==> config.mk <==
export PLATFORM = sky130hd
export DESIGN_NAME = user_ctrl_responder
export DESIGN_NICKNAME = d
export VERILOG_FILES = /design/src/rtl/user_ctrl_responder.sv
export SDC_FILE = /design/constraint.sdc
export NUM_CORES = 1
export LEC_CHECK = 0
export CAP_MARGIN = 10
export CORE_MARGIN = 2
export CORE_UTILIZATION = 62
export DETAILED_ROUTE_END_ITERATION = 8
export PLACE_DENSITY = 0.85
export SLEW_MARGIN = 20
export SYNTH_ARGS = -nofsm -noshare
export SYNTH_HDL_FRONTEND = slang
export SYNTH_SLANG_ARGS = --single-unit
==> constraint.sdc <==
create_clock -name aclk -period 3.91 [get_ports aclk]
set_input_delay 0.391 -clock aclk [delete_from_list [all_inputs] [get_ports aclk]]
set_output_delay 0.391 -clock aclk [all_outputs]
set_load 0.02 [all_outputs]
==> src/rtl/user_ctrl_responder.sv <==
// AXI4-Lite control responder for the user partition: ID, start/done handshake,
// coherent 64-bit cycle counter, scratch registers and a level interrupt.
module user_ctrl_responder #(
  parameter int          ADDR_WIDTH  = 12,
  parameter logic [31:0] ID_VALUE    = 32'h5753_4831,
  parameter int          NUM_SCRATCH = 4
) (
  input  logic                  aclk,
  input  logic                  aresetn,
  input  logic [ADDR_WIDTH-1:0] s_axil_awaddr,
  input  logic                  s_axil_awvalid,
  output logic                  s_axil_awready,
  input  logic [31:0]           s_axil_wdata,
  input  logic [3:0]            s_axil_wstrb,
  input  logic                  s_axil_wvalid,
  output logic                  s_axil_wready,
  output logic [1:0]            s_axil_bresp,
  output logic                  s_axil_bvalid,
  input  logic                  s_axil_bready,
  input  logic [ADDR_WIDTH-1:0] s_axil_araddr,
  input  logic                  s_axil_arvalid,
  output logic                  s_axil_arready,
  output logic [31:0]           s_axil_rdata,
  output logic [1:0]            s_axil_rresp,
  output logic                  s_axil_rvalid,
  input  logic                  s_axil_rready,
  output logic                  user_start,
  input  logic                  user_busy,
  input  logic                  user_done,
  output logic                  irq
);
  localparam int AW = ADDR_WIDTH - 2;
  localparam logic [AW-1:0] W_ID   = AW'(0);
  localparam logic [AW-1:0] W_CTRL = AW'(1);
  localparam logic [AW-1:0] W_STAT = AW'(2);
  localparam logic [AW-1:0] W_CLO  = AW'(3);
  localparam logic [AW-1:0] W_CHI  = AW'(4);
  localparam logic [AW-1:0] W_SCR  = AW'(8);
  localparam logic [1:0] OKAY   = 2'b00;
  localparam logic [1:0] SLVERR = 2'b10;

  logic                        aw_full, w_full;
  logic [AW-1:0]               aw_idx;
  logic [31:0]                 w_data;
  logic [3:0]                  w_strb;
  logic                        irq_en, done;
  logic [63:0]                 cycle_cnt;
  logic [31:0]                 shadow;
  logic [NUM_SCRATCH-1:0][31:0] scratch;

  logic          aw_hs, w_hs, ar_hs, commit;
  logic [AW-1:0] ar_idx;
  logic [31:0]   rd_val;
  logic          rd_ok, wr_ok;
  logic          ctrl_wr, stat_wr;
  logic          unused;

  assign unused = ^{s_axil_awaddr[1:0], s_axil_araddr[1:0]};

  assign s_axil_awready = !aw_full;
  assign s_axil_wready  = !w_full;
  assign s_axil_arready = !s_axil_rvalid;

  assign aw_hs  = s_axil_awvalid && s_axil_awready;
  assign w_hs   = s_axil_wvalid && s_axil_wready;
  assign ar_hs  = s_axil_arvalid && s_axil_arready;
  assign commit = aw_full && w_full && !s_axil_bvalid;
  assign ar_idx = s_axil_araddr[ADDR_WIDTH-1:2];

  function automatic logic is_scratch(input logic [AW-1:0] idx);
    logic hit;
    hit = 1'b0;
    for (int i = 0; i < NUM_SCRATCH; i++)
      if (idx == W_SCR + AW'(i)) hit = 1'b1;
    return hit;
  endfunction

  assign wr_ok   = (aw_idx <= W_CHI) || is_scratch(aw_idx);
  assign ctrl_wr = commit && (aw_idx == W_CTRL) && w_strb[0];
  assign stat_wr = commit && (aw_idx == W_STAT) && w_strb[0];

  // Read mux sees pre-edge state, so a same-cycle write is not visible yet.
  always_comb begin
    rd_val = '0;
    rd_ok  = 1'b1;
    case (ar_idx)
      W_ID:   rd_val = ID_VALUE;
      W_CTRL: rd_val = {30'd0, irq_en, 1'b0};
      W_STAT: rd_val = {30'd0, done, user_busy};
      W_CLO:  rd_val = cycle_cnt[31:0];
      W_CHI:  rd_val = shadow;
      default: begin
        rd_ok = 1'b0;
        for (int i = 0; i < NUM_SCRATCH; i++)
          if (ar_idx == W_SCR + AW'(i)) begin
            rd_val = scratch[i];
            rd_ok  = 1'b1;
          end
      end
    endcase
  end

  // Write channel: independent AW/W holding slots, commit when both present.
  always_ff @(posedge aclk) begin
    if (!aresetn) begin
      aw_full       <= 1'b0;
      w_full        <= 1'b0;
      aw_idx        <= '0;
      w_data        <= '0;
      w_strb        <= '0;
      s_axil_bvalid <= 1'b0;
      s_axil_bresp  <= OKAY;
    end else begin
      if (aw_hs) begin
        aw_full <= 1'b1;
        aw_idx  <= s_axil_awaddr[ADDR_WIDTH-1:2];
      end else if (commit) begin
        aw_full <= 1'b0;
      end
      if (w_hs) begin
        w_full <= 1'b1;
        w_data <= s_axil_wdata;
        w_strb <= s_axil_wstrb;
      end else if (commit) begin
        w_full <= 1'b0;
      end
      if (commit) begin
        s_axil_bvalid <= 1'b1;
        s_axil_bresp  <= wr_ok ? OKAY : SLVERR;
      end else if (s_axil_bready) begin
        s_axil_bvalid <= 1'b0;
      end
    end
  end

  // Read channel; a CYCLE_LO read latches the upper half for a later CYCLE_HI.
  always_ff @(posedge aclk) begin
    if (!aresetn) begin
      s_axil_rvalid <= 1'b0;
      s_axil_rdata  <= '0;
      s_axil_rresp  <= OKAY;
      shadow        <= '0;
    end else begin
      if (ar_hs) begin
        s_axil_rvalid <= 1'b1;
        s_axil_rdata  <= rd_val;
        s_axil_rresp  <= rd_ok ? OKAY : SLVERR;
        if (ar_idx == W_CLO) shadow <= cycle_cnt[63:32];
      end else if (s_axil_rready) begin
        s_axil_rvalid <= 1'b0;
      end
    end
  end

  always_ff @(posedge aclk) begin
    if (!aresetn) begin
      cycle_cnt  <= '0;
      irq_en     <= 1'b0;
      done       <= 1'b0;
      irq        <= 1'b0;
      user_start <= 1'b0;
      scratch    <= '0;
    end else begin
      cycle_cnt  <= cycle_cnt + 64'd1;
      user_start <= ctrl_wr && w_data[0];
      irq        <= irq_en && done;
      if (ctrl_wr) irq_en <= w_data[1];
      if (user_done)                done <= 1'b1;
      else if (stat_wr && w_data[1]) done <= 1'b0;
      for (int i = 0; i < NUM_SCRATCH; i++)
        if (commit && aw_idx == W_SCR + AW'(i))
          for (int b = 0; b < 4; b++)
            if (w_strb[b]) scratch[i][8*b +: 8] <= w_data[8*b +: 8];
    end
  end
endmodule

# Word level (Yosys, flattened, before mapping)
# Cells that the tools add are included.
[word_totals] reg_bits=314 inputBits=69 out_inout_bits=43 elab_cells=118
[op_classes] add_sub_neg=1 n_lt_le_gt_ge=1 n_eq_ne=14 muxes=25 reduce_logical=45
[op_table] cell="32-bit case mux with 5 select lines" n=1
[op_table] cell="32-bit 2-to-1 mux" n=4
[op_table] cell="10-bit by 4-bit == test with 1-bit output (second input constant)" n=8
[op_table] cell="64-bit by 1-bit adder with 64-bit output (second input constant)" n=1
[op_table] cell="2-bit AND reduction" n=17
[op_table] cell="10-bit by 2-bit == test with 1-bit output (second input constant)" n=3
[op_table] cell="10-bit by 1-bit == test with 1-bit output (second input constant)" n=2
[op_table] cell="1-bit 2-to-1 mux" n=18
[op_table] cell="1-bit logical AND" n=16
[op_table] cell="10-bit by 3-bit == test with 1-bit output (second input constant)" n=1
[op_table] cell="10-bit by 3-bit less-or-equal comparator with 1-bit output (second input constant)" n=1
[op_table] cell="10-bit zero test" n=1
[op_table] cell="2-bit nonzero test" n=5
[op_table] cell="5-bit OR reduction" n=1
[op_table] cell="1-bit zero test" n=4
[op_table] cell="2-bit 2-to-1 mux" n=2
[op_table] cell="1-bit logical OR" n=1

# Longest topological paths before layout
# Gate-level depths: netlist of run 1.
[depth] word_depth=7 ltp_mapped=9 depth_no_buf=6

# Worst setup path before layout of run 1
# Ideal clock, no wire load.
[synth_path] path_kind="input -> register" start="input s_axil_araddr[3]" end="register s_axil_rdata[15]" setup_ns=0.127 arrival_time_ns=1.876 required_time_ns=3.783 setup_slack_ns=1.908 path_stages=7 path_buffers=2 cell_sequence="clkbuf_1 o21ai_0 a31oi_1 buf_1 o21ai_0 a221oi_1 nor3_1"
[synth_via] elab_chain_cells=6 elab_cells_between_ends=14 cone_classes="8 x eq/ne; 5 x mux; 1 x reduce/logical"
[synth_lines] item="from (decl)" line="20" rtl="input logic [ADDR_WIDTH-1:0] s_axil_araddr,"
[synth_lines] item="10-bit by 4-bit == test with 1-bit output" line="95" rtl="if (ar_idx == W_SCR + AW'(i)) begin"
[synth_lines] item="32-bit 2-to-1 mux (4 in series)" line="95"
[synth_lines] item="32-bit case mux with 5 select lines (*)" line="86" rtl="case (ar_idx)"
[synth_lines] item="to (signal assigned)" line="146" rtl="s_axil_rdata <= rd_val;"
[synth_lines] item="to (decl)" line="23" rtl="output logic [31:0] s_axil_rdata,"
# Mark *: on every way between the ends. The rest lies on a longest branch, timed or not.
# A chain may end at the register's enable or synchronous reset.

# Final worst setup path of run 1
[layout_path] start="input s_axil_araddr[7]" end="register s_axil_rdata[13]"
# The elaborated chain is that of the path after synthesis.

==> results of run 1 <==
## synthesized netlist by cell type, types with 2 or more instances
cell	number
xor2_1	21
nand2b_1	4
a21oi_1	181
a221o_1	12
and2_1	5
and2_0	2
nor3_2	2
o21ai_0	154
nor2_2	9
nand3b_1	4
inv_1	11
mux4_2	2
nor3_1	24
o21a_1	3
clkbuf_1	84
nor4_2	2
nor2_1	119
dfxtp_1	312
or3_1	18
nand3_1	28
or4_1	8
nor2b_1	4
and4_1	3
a221oi_1	34
nor4_4	4
a22oi_1	2
a31oi_1	14
and3b_1	3
nor4bb_1	2
xnor2_1	12
nand2_1	274
and3_1	12
mux2i_1	92
nand4_1	27
or2_2	3
a22o_1	12
nand4_4	2
o31ai_1	9
buf_4	2
buf_2	10
nor4_1	6
## path summary, 6_finish.rpt
path | to | cells past startpoint | slack (ns) | from
worst min-delay path | w_data[13] | 3 | 0.39 | s_axil_wdata[13]
worst max register to register | cycle_cnt[63] | 5 | 1.30 | cycle_cnt[12]
worst min register to register | shadow[25] | 2 | 0.46 | shadow[25]
worst max-delay path | s_axil_rdata[13] | 7 | 1.29 | s_axil_araddr[7]
## routing by layer
layer	vias to the layer above	GRT usage (%)	wire length [um]
met5	-	0	0
met3	105	3.32	2550
li1	5639	-	-
met2	526	52.1	17100
met4	0	13.7	1530
met1	5844	43.3	15100
## sequential cells by signal, summed over array words and instances, names as in the netlist
name and count:
cycle_cnt 64, s_axil_bvalid 1, done 1, w_strb 4, user_start 1, s_axil_rresp 1
aw_idx 10, w_full 1, shadow 32, aw_full 1, irq 1, w_data 32
scratch 128, s_axil_rvalid 1, s_axil_bresp 1, s_axil_rdata 32, irq_en 1
## per-stage QoR
| stage | total power [uW] | setup slack [ns] | cell area [um2] | instances | utilization, % |
|---|---|---|---|---|---|
| after floorplan | 3550 | 1.91 | 13100 | 1552 | - |
| after global placement | 3720 | 0.822 | 14400 | 1863 | 68.8 |
| after detailed placement | 3730 | 0.802 | 14400 | 1863 | 68.8 |
| after CTS | 6620 | 1.32 | 15400 | 1918 | 73.7 |
| after global routing | 6800 | 1.09 | 15400 | 1922 | 73.9 |
| final | 6620 | 1.29 | 15400 | 1922 | 73.9 |
## tightest hold or removal path, stage by stage
cell,delay (ns)
clkdlybuf4s50_1,0.39
nand2_1,0.05
a21oi_1,0.05
## cell families after synthesis
kind of cell | synth area share [%]
and+or+nand+nor | 20.9
AOI/OAI and AO/OA | 18.4
DFF | 47.6
buffers and inverters | 3.36
muxes | 7.44
xor gates and xnor gates | 2.20
adders and majority gates | 0.0953
other | 0.0286
## area by class of cell
| type | instances | area (um2) |
|---|---|---|
| Antenna cell | 3 | 7.51 |
| Clock buffer | 46 | 922 |
| Clock inverter | 9 | 95.1 |
| Fill cell | 1522 | 5460 |
| Inverter | 12 | 52.6 |
| Multi-Input combinational cell | 1130 | 6450 |
| Sequential cell | 312 | 6250 |
| Tap cell | 275 | 344 |
| Timing Repair Buffer | 135 | 1310 |
## power breakdown
| part | leakage, uW | internal, uW | switching, uW | total, uW |
|---|---|---|---|---|
| logic | 0.00214 | 162 | 227 | 389 |
| registers | 0.00252 | 3230 | 60.1 | 3290 |
| clock network | 0.000509 | 1750 | 1200 | 2940 |
==> results.sh, run 1 <==
export IMPL_outcome="complete, no violations"
export IMPL_vias=12100
export IMPL_arrival_ns=3.02
export IMPL_hpwlAfterDp_mm=23.9
export IMPL_overflow=0
export IMPL_hold_class="input pin to flop"
export IMPL_synth_seq_cells=312
export IMPL_skew_ns=0.00897
export IMPL_wl_mm=36.2
export IMPL_dieArea_um2=22400
export IMPL_grt_max_degree=271
export IMPL_yosys_area_top_type="dfxtp_1"
export IMPL_start_kind="input pin"
export IMPL_area_growth_pct=17.5
export IMPL_viasPerCell=6.30
export IMPL_seq_area_frac_synth_pct=47.6
export IMPL_numCtsBuffers=30
export IMPL_clk_pin_slew_ns=0.06
export IMPL_cp_slowest_stage_delay_ns=0.65
export IMPL_netlist_area_um2=13100
export IMPL_drt_iter0_drc=1335
export IMPL_synth_enable_flop_cells=0
export IMPL_place_congestion=0.898
export IMPL_setup_viol=0
export IMPL_firstDrtPassIters=5
export IMPL_clock_sinks=312
export IMPL_critPathMaxFanout=17
export IMPL_antenna_found_initial=3
export IMPL_cp_slowest_cell="nor4_4"
export IMPL_hold_violations=0
export IMPL_finalCritPeriodShare_pct=67.0
export IMPL_cts_tree="built"
export IMPL_postCtsSetupBuffers=0
export IMPL_path_buf_inv=2
export IMPL_die_h_um=150
export IMPL_antenna_left=0
export IMPL_clockBufferDepth=3
export IMPL_power_density_nw_per_um2=429
export IMPL_layout_commonest_cell="dfxtp_1"
export IMPL_period_needed_ns=2.62
export IMPL_core_area_um2=20900
export IMPL_cts_resized=0
export IMPL_grt_pass1_vias=11500
export IMPL_drcViolationCount=0
export IMPL_crit_chain="clkdlybuf4s50_1, nor4_4, and2_0, buf_4, nand3_1, a221oi_1, nor3_1"
export IMPL_port_buffers=105
export IMPL_syn_area_per_cell_um2=8.46
export IMPL_clockRootBuffer="clkbuf_16"
export IMPL_required_ns=4.32
export IMPL_crit_family="simple AND/OR/NAND/NOR gates"
export IMPL_worstSkewPairLatency_ns=0.55
export IMPL_synthFlopType="dfxtp_1"
export IMPL_htreeDepth=1
export IMPL_design_portCount=112
export IMPL_synthDistinctLibCells=60
export IMPL_rsz0062_at_grt="no"
export IMPL_ys_warn_count=0
export IMPL_chipWidth_um=150
export IMPL_synth_top_area_share_pct=47.6
export IMPL_drv_slew=0
export IMPL_crit_path_end_kind="flop"
export IMPL_critPathKind="input pin to flop"
export IMPL_synthTopCellsByArea="dfxtp_1 (48%), nand2_1 (7.8%), mux2i_1 (7.0%), a21oi_1 (6.9%), o21ai_0 (5.9%)"
export IMPL_hold_ws_ns=0.386
export IMPL_wl_per_cell_um=18.8
export IMPL_start_util_pct=62.8
export IMPL_worst_pin_slew_ns=1.07
export IMPL_fmax_ghz=0.382
export IMPL_drv_cap=0
export IMPL_postSynthCellCount=1551
export IMPL_maxSlewHeadroom_pct=28.5
export IMPL_grt_use_total_pct=32.0
export IMPL_drive_gt1_share_pct=6.93
export IMPL_nNetsFinal=1691
export IMPL_totalNegativeSetupSlack_ns=0
export IMPL_hold_buffers=0
export IMPL_power_leakage_uw=0.00518
export IMPL_ir_drop_v=0.000379
export IMPL_placement_rows=53
export IMPL_async_flop_share_pct=0
export IMPL_final_cell_mix="dfxtp_1 (312), nand2_1 (274), a21oi_1 (181), o21ai_0 (154), nor2_1 (119)"
export IMPL_grt_first_pass_wirelength_mm=58.0
Note: power is estimated with default switching activity, not from simulation.
==> inputs of run 2 (changes only) <==
- CORE_UTILIZATION: 62 -> 58
- PLACE_DENSITY: 0.85 -> 0.8
- clock period: 3.91 -> 2.44 ns (I/O delays scaled with it)
==> run 2 against run 1 <==
- cell area is 2.5% higher
- global-route usage decreased by 2.6 points
- largest power group unchanged
- hold slack lost 0.17 ns
- critical path type is now flop to flop
- critical path depth decreased by 2
- utilization fell by 3.4 points
- setup slack worse by 1.2 ns
- via count decreased by 0.19%
- wire length rose by 0.10%
- first-iteration DRC count decreased by 4.1%
==> results.sh, run 2 (same netlist as run 1, synthesis figures left out) <==
export IMPL_drv_cap=0
export IMPL_fmax_ghz=0.432
export IMPL_met2_length_mm=17.0
export IMPL_grt_max_degree=180
export IMPL_maxSlewHeadroom_pct=32.7
export IMPL_intPower_uw=8130
export IMPL_dpl_cell_count=1922
export IMPL_worstSkewPairLatency_ns=0.57
export IMPL_firstDrtPassIters=5
export IMPL_start_kind="flop"
export IMPL_path_buf_inv=0
export IMPL_area_growth_pct=20.5
export IMPL_cp_slowest_cell="or4_1"
export IMPL_outcome="complete, no violations"
export IMPL_ir_drop_v=0.000647
export IMPL_arrival_ns=2.80
export IMPL_antenna_left=0
export IMPL_overflow=0
export IMPL_p_seq_share_pct=49.7
export IMPL_top_layer_used="met4"
export IMPL_hpwlAfterDp_mm=24.6
export IMPL_numCtsBuffers=31
export IMPL_n_fill_cell=1706
export IMPL_die_h_um=154
export IMPL_skew_ns=0.00876
export IMPL_worst_pin_slew_ns=1.01
export IMPL_place_congestion=0.915
export IMPL_cts_tree="built"
export IMPL_hold_violations=0
export IMPL_crit_path_end_kind="flop"
export IMPL_chipWidth_um=154
export IMPL_p_sw_share_pct=23.3
export IMPL_wl_met1_mm=15.8
export IMPL_p_total_uw=10600
export IMPL_crit_family="simple AND/OR/NAND/NOR gates"
export IMPL_pwr_share_clk_pct=44.3
export IMPL_required_ns=2.93
export IMPL_dpl_instance_area_um2=14800
export IMPL_num_antenna_cells=0
export IMPL_clockRootBuffer="clkbuf_16"
export IMPL_core_area_um2=22400
export IMPL_layoutNonFillerInstCount=1979
export IMPL_wl_mm=36.3
export IMPL_clock_sinks=312
export IMPL_top_register="scratch"
export IMPL_clockBufferDepth=3
export IMPL_cts_resized=0
export IMPL_drv_slew=0
export IMPL_wl_per_cell_um=18.3
export IMPL_r2r_setup_slack_ns=0.12
export IMPL_finalCritPeriodShare_pct=95.0
export IMPL_viasPerCell=6.11
export IMPL_nNetsFinal=1740
export IMPL_critPathKind="flop to flop"
export IMPL_wl_met3_mm=2.33
export IMPL_hold_class="input pin to flop"
export IMPL_final_area_um2=15800
export IMPL_start_util_pct=58.5
export IMPL_dieArea_um2=23900
export IMPL_placement_rows=55
export IMPL_multi_input_comb_area_um2=6450
export IMPL_final_cell_mix="dfxtp_1 (312), nand2_1 (274), a21oi_1 (181), o21ai_0 (154), nor2_1 (118)"
export IMPL_grt_first_pass_wirelength_mm=57.2
export IMPL_setup_viol=0
export IMPL_comb_power_share_pct=6.0
export IMPL_vias=12100
export IMPL_postCtsSetupBuffers=0
export IMPL_power_leakage_uw=0.00542
export IMPL_htreeDepth=1
export IMPL_rsz0062_at_grt="no"
export IMPL_drcViolationCount=0
export IMPL_drt_iter0_drc=1280
export IMPL_top_regs="scratch: 128 flops, cycle_cnt: 64 flops"
export IMPL_hold_buffers=0
export IMPL_design_portCount=112
export IMPL_antenna_found_initial=0
export IMPL_grt_use_total_pct=29.3
export IMPL_clk_pin_slew_ns=0.06
export IMPL_drive_gt1_share_pct=9.68
export IMPL_power_density_nw_per_um2=671
export IMPL_period_needed_ns=2.32
export IMPL_layout_commonest_cell="dfxtp_1"
export IMPL_port_buffers=105
export IMPL_p_sw_uw=2470
export IMPL_largest_reg_flops=128
export IMPL_crit_chain="nand4_1, nor4_4, nand3_1, or4_1, a21oi_1"
export IMPL_critPathMaxFanout=6
export IMPL_cp_slowest_stage_delay_ns=0.54
export IMPL_grt_pass1_vias=11200
export IMPL_regArea_um2=6250
run 2: metal layers:
layer,vias up,track usage [%]
met2,444,48.2
met5,-,0
met1,5836,40.4
met3,80,3.25
met4,0,9.96
li1,5731,-
run 2: worst reg2reg max path, stage by stage, from the launching register on:
cell and delay [ns]:
dfxtp_1 0.48, nand4_1 0.29, nor4_4 0.48, nand3_1 0.28, or4_1 0.54, a21oi_1 0.16
run 2: final cells by class:
type	count	area share (%)
multi-input cells	1130	40.8
flip-flops and latches	312	39.5
repair buffers	183	10.7
clock buffers	42	5.42
well taps	285	2.26
clock inverters	15	0.926
inverters	12	0.332
run 2: metrics by stage:
step | worst slack [ns] | utilization, % | hold slack [ns] | TNS [ns]
6_report | 0.123 | 70.5 | 0.218 | 0
5_1_grt | 0.00893 | 70.5 | 0.230 | 0
4_1_cts | 0.176 | 70.5 | 0.211 | 0
3_5_place_dp | -0.0972 | 66.0 | 0.447 | -0.527
3_3_place_gp | -0.0419 | 66.0 | 0.440 | -0.0727
2_1_floorplan | 0.518 | - | 0.380 | 0
run 2: final timing paths:
check                           depth (start not counted)             start            end
worst min-delay path                                    3  s_axil_wdata[28]     w_data[28]
worst min register to register                          2        shadow[25]     shadow[25]
worst max register to register                          5     cycle_cnt[29]  cycle_cnt[48]
worst max-delay path                                    5     cycle_cnt[29]  cycle_cnt[48]
run 2: power by group through the flow:
stage	sequential, uW	clock, uW	combinational, uW
6_report	5270	4700	641
4_1_cts	5260	4720	637
5_1_grt	5270	4920	695
2_1_floorplan	5370	0	311
3_5_place_dp	5380	0	633
3_3_place_gp	5370	0	623
==> inputs of run 3 (changes only) <==
- CAP_MARGIN: 10 -> default
- SLEW_MARGIN: 20 -> 0
==> run 3 against run 2 <==
- via count hardly changed
- maximum frequency is 0.65% higher
- cell area hardly changed
- die area stayed put
- utilization hardly changed
- combinational power hardly changed
- cell count stayed put
- non-clock buffer count stayed put
- critical path type unchanged
- largest cell class unchanged
==> results.sh, run 3 (same netlist as run 1, synthesis figures left out) <==
export IMPL_totalNegativeSetupSlack_ns=0
export IMPL_skew_ns=0.00781
export IMPL_cts_resized=0
export IMPL_crit_chain="nand4_1, nor4_4, nand3_1, or4_1, a21oi_1"
export IMPL_setup_viol=0
export IMPL_maxSlewHeadroom_pct=17.8
export IMPL_crit_path_end_kind="flop"
export IMPL_dpl_instance_area_um2=14800
export IMPL_cp_slowest_stage_delay_ns=0.54
export IMPL_worst_pin_slew_ns=1.23
export IMPL_nNetsFinal=1740
export IMPL_drt_iter0_drc=1314
export IMPL_antenna_left=0
export IMPL_design_portCount=112
export IMPL_port_buffers=105
export IMPL_layoutNonFillerInstCount=1979
export IMPL_vias=12100
export IMPL_finalCritPeriodShare_pct=94.4
export IMPL_start_kind="flop"
export IMPL_cp_slowest_cell="or4_1"
export IMPL_top_register="scratch"
export IMPL_required_ns=2.93
export IMPL_arrival_ns=2.79
export IMPL_final_cell_mix="dfxtp_1 (312), nand2_1 (274), a21oi_1 (181), o21ai_0 (154), nor2_1 (119)"
export IMPL_area_growth_pct=20.4
export IMPL_start_util_pct=58.5
export IMPL_grt_first_pass_wirelength_mm=57.2
export IMPL_grt_use_total_pct=29.3
export IMPL_outcome="complete, no violations"
export IMPL_viasPerCell=6.11
export IMPL_dpl_cell_count=1922
export IMPL_drcViolationCount=0
export IMPL_critPathMaxFanout=6
export IMPL_grt_max_degree=180
export IMPL_power_density_nw_per_um2=670
export IMPL_core_area_um2=22400
export IMPL_place_congestion=0.915
export IMPL_antenna_found_initial=0
export IMPL_clockBufferDepth=3
export IMPL_finalWorstSetupSlack_ns=0.138
export IMPL_fmax_ghz=0.434
export IMPL_clockRootBuffer="clkbuf_16"
export IMPL_largest_reg_flops=128
export IMPL_period_needed_ns=2.30
export IMPL_postCtsSetupBuffers=0
export IMPL_firstDrtPassIters=5
export IMPL_multi_input_comb_area_um2=6450
export IMPL_numCtsBuffers=31
export IMPL_wl_mm=36.2
export IMPL_chipWidth_um=154
export IMPL_hold_buffers=0
export IMPL_clk_pin_slew_ns=0.06
export IMPL_power_leakage_uw=0.00542
export IMPL_critPathKind="flop to flop"
export IMPL_r2r_setup_slack_ns=0.14
export IMPL_grt_pass1_vias=11200
export IMPL_hold_ws_ns=0.218
export IMPL_wl_per_cell_um=18.3
export IMPL_rsz0062_at_grt="no"
export IMPL_hold_violations=0
export IMPL_drv_cap=0
export IMPL_htreeDepth=1
export IMPL_hpwlAfterDp_mm=24.6
export IMPL_regArea_um2=6250
export IMPL_die_h_um=154
export IMPL_clock_sinks=312
export IMPL_dieArea_um2=23900
export IMPL_drv_slew=0
export IMPL_overflow=0
export IMPL_place_ws_ns=-0.0972
export IMPL_drive_gt1_share_pct=9.62
export IMPL_final_area_um2=15800
export IMPL_placement_rows=55
export IMPL_crit_family="simple AND/OR/NAND/NOR gates"
export IMPL_num_antenna_cells=0
export IMPL_layout_commonest_cell="dfxtp_1"
export IMPL_ir_drop_v=0.000648
export IMPL_path_buf_inv=0
export IMPL_worstSkewPairLatency_ns=0.57
export IMPL_hold_class="input pin to flop"
export IMPL_n_fill_cell=1707
export IMPL_top_regs="scratch: 128 flops, cycle_cnt: 64 flops"
export IMPL_cts_tree="built"
## run 3: cell counts in the layout (fill, tap and decap cells not counted)
Identical to the previous run, type by type.
## run 3: worst paths after layout
kind                          from       endpoint  cells after the start
setup / recovery     cycle_cnt[29]  cycle_cnt[48]                      5
hold / removal    s_axil_wdata[28]     w_data[28]                      3
setup reg to reg     cycle_cnt[29]  cycle_cnt[48]                      5
hold reg to reg         shadow[25]     shadow[25]                      2
## run 3: layout make-up
type                    count  share of cell area [%]
well taps                 285                    2.26
clock inverters            15                   0.926
inverters                  12                   0.332
repair buffers            183                    10.7
clock buffers              42                    5.42
multi-input cells        1130                    40.8
flip-flops and latches    312                    39.5
## run 3: power breakdown
part	internal (uW)	switching, uW	total [uW]
registers	5170	95.2	5270
logic	279	361	640
clock network	2680	2010	4690
## run 3: worst min-delay path: stages
cell and delay (ns):
clkdlybuf4s50_1 0.39, nand2_1 0.05, a21oi_1 0.05
## run 3: through the flow
| step | util [%] | power [uW] |
|---|---|---|
| after floorplan | - | 5680 |
| after global placement | 66.0 | 6000 |
| after detailed placement | 66.0 | 6010 |
| after CTS | 70.5 | 10600 |
| after global routing | 70.5 | 10900 |
| final | 70.5 | 10600 |
## run 3: routing by layer
| layer | routed length (um) | share of wire (%) | vias to the layer above | track usage (%) |
|---|---|---|---|---|
| met5 | 0 | 0 | - | 0 |
| met4 | 1220 | 3.4 | 0 | 9.96 |
| li1 | - | - | 5727 | - |
| met3 | 2560 | 7.1 | 89 | 3.25 |
| met2 | 16800 | 46 | 477 | 48.2 |
| met1 | 15600 | 43 | 5807 | 40.4 |
==> patch: new RTL, flow settings as in run 3 <==
Reset style: asynchronous (`aresetn`), changed in 3 clocked blocks.
--- a/src/rtl/user_ctrl_responder.sv
+++ b/src/rtl/user_ctrl_responder.sv
@@ -102,5 +102,5 @@
 
   // Write channel: independent AW/W holding slots, commit when both present.
-  always_ff @(posedge aclk) begin
+  always_ff @(posedge aclk or negedge aresetn) begin
     if (!aresetn) begin
       aw_full       <= 1'b0;
@@ -135,5 +135,5 @@
 
   // Read channel; a CYCLE_LO read latches the upper half for a later CYCLE_HI.
-  always_ff @(posedge aclk) begin
+  always_ff @(posedge aclk or negedge aresetn) begin
     if (!aresetn) begin
       s_axil_rvalid <= 1'b0;
@@ -153,5 +153,5 @@
   end
 
-  always_ff @(posedge aclk) begin
+  always_ff @(posedge aclk or negedge aresetn) begin
     if (!aresetn) begin
       cycle_cnt  <= '0;
Formal check against the unedited RTL: differs if aresetn is asserted again (counterexample within 4 cycles, from zero or initial values and one cycle with aresetn low); with aresetn held inactive, the same outputs for 4 cycles.
==> patch against run 3 <==
  * Clock skew grew 1.8 ps
  * Area after synthesis rose by 4.7%
  * Via count fell by 24%
  * Synthesized cell count fell by 31%
  * Final area is 6.3% higher
  * Count of clock-buffer cells in the layout down 2
  * Setup slack worse by 77 ps
  * Sequential cell count did not move
  * Critical path depth is 1 higher
  * Wire length is 15% lower
  * Cell count fell by 21%
Power is not compared: it rests on default switching activity, and its combinational part moved more than twofold at a synthesized area within 25%.
==> patch: results <==
detailed_routing:
  initialDrtViolationCount: 713
  avgViaCountPerCell: 5.84
  met3_wirelength_um: 1600
critical_path:
  maximum_fanout_along_the_worst_path: 8
  worst_r2r_endpoint: "scratch[23]"
  critPathMaxStageDelay_ps: 560
  startpoint_of_the_most_critical_register_to_register_path: "aw_idx[6]"
  crit_path_top_delay_cell: "sky130_fd_sc_hd__or4_4"
global_route:
  groute.layer.met2.usage: 0.414
  grt_first_pass_wirelength_um: 49700
  groute.layer.met1.usage: 0.362
worst_hold_path:
  hp-class: "input port to async pin"
synth:
  ys_async_sr_fraction: 1.00
  synth_area_leaders: "sky130_fd_sc_hd__dfrtp_1 (57%), sky130_fd_sc_hd__mux2_2 (17%), sky130_fd_sc_hd__mux2i_1 (2.6%)"
  synthesis.area_per_instance_um2: 12.8
  seq_area_frac_synth: 0.568
cells_and_area:
  multi_input_comb_area_mm2: 0.00577
  seq_area_share: 0.465
  n_fill_cell: 1650
  inv_count: 14
  post_route_cells_drive_above_1_share: 0.290
run_status:
  status: "complete, no violations"
sta:
  fin_worst_skew_ps: 9.64
  hold_ws_ps: 202
floorplan:
  floorplan.die_area_mm2: 0.0249
placement:
  post-place-cells: 1506
  place_ws_ps: -174
clock_network:
  worst_skew_pair.late_latency_ps: 550
==> patch: power breakdown <==
| part | leakage, nW | internal [mW] | switching, mW |
|---|---|---|---|
| clock network | 0.533 | 2.98 | 1.98 |
| logic | 3.07 | 0.968 | 0.833 |
| registers | 4.18 | 5.76 | 0.634 |
| total | 7.79 | 9.71 | 3.45 |
==> patch: worst max-delay path by stage <==
stage / startpoint / endpoint / slack [ps] / cells past startpoint
final: aw_idx[6] / scratch[23] / 60 / 6
after global routing: aw_idx[6] / scratch[102] / -20 / 6
after CTS: aw_idx[6] / scratch[71] / -10 / 7
after detailed placement: s_axil_araddr[2] / s_axil_rdata[1] / -170 / 7
after global placement: s_axil_araddr[2] / s_axil_rdata[21] / -80 / 5
after floorplan: aw_idx[6] / scratch[10] / 150 / 5
==> patch: repair_timing <==
action	4_1_cts	5_1_grt
hold buffers	1	0
buffers inserted	1	1
cloned	0	0
endpoints found under the hold margin	46	0
gates resized for setup	1	6
endpoints found under the setup margin	128	128
pin swaps	2	3
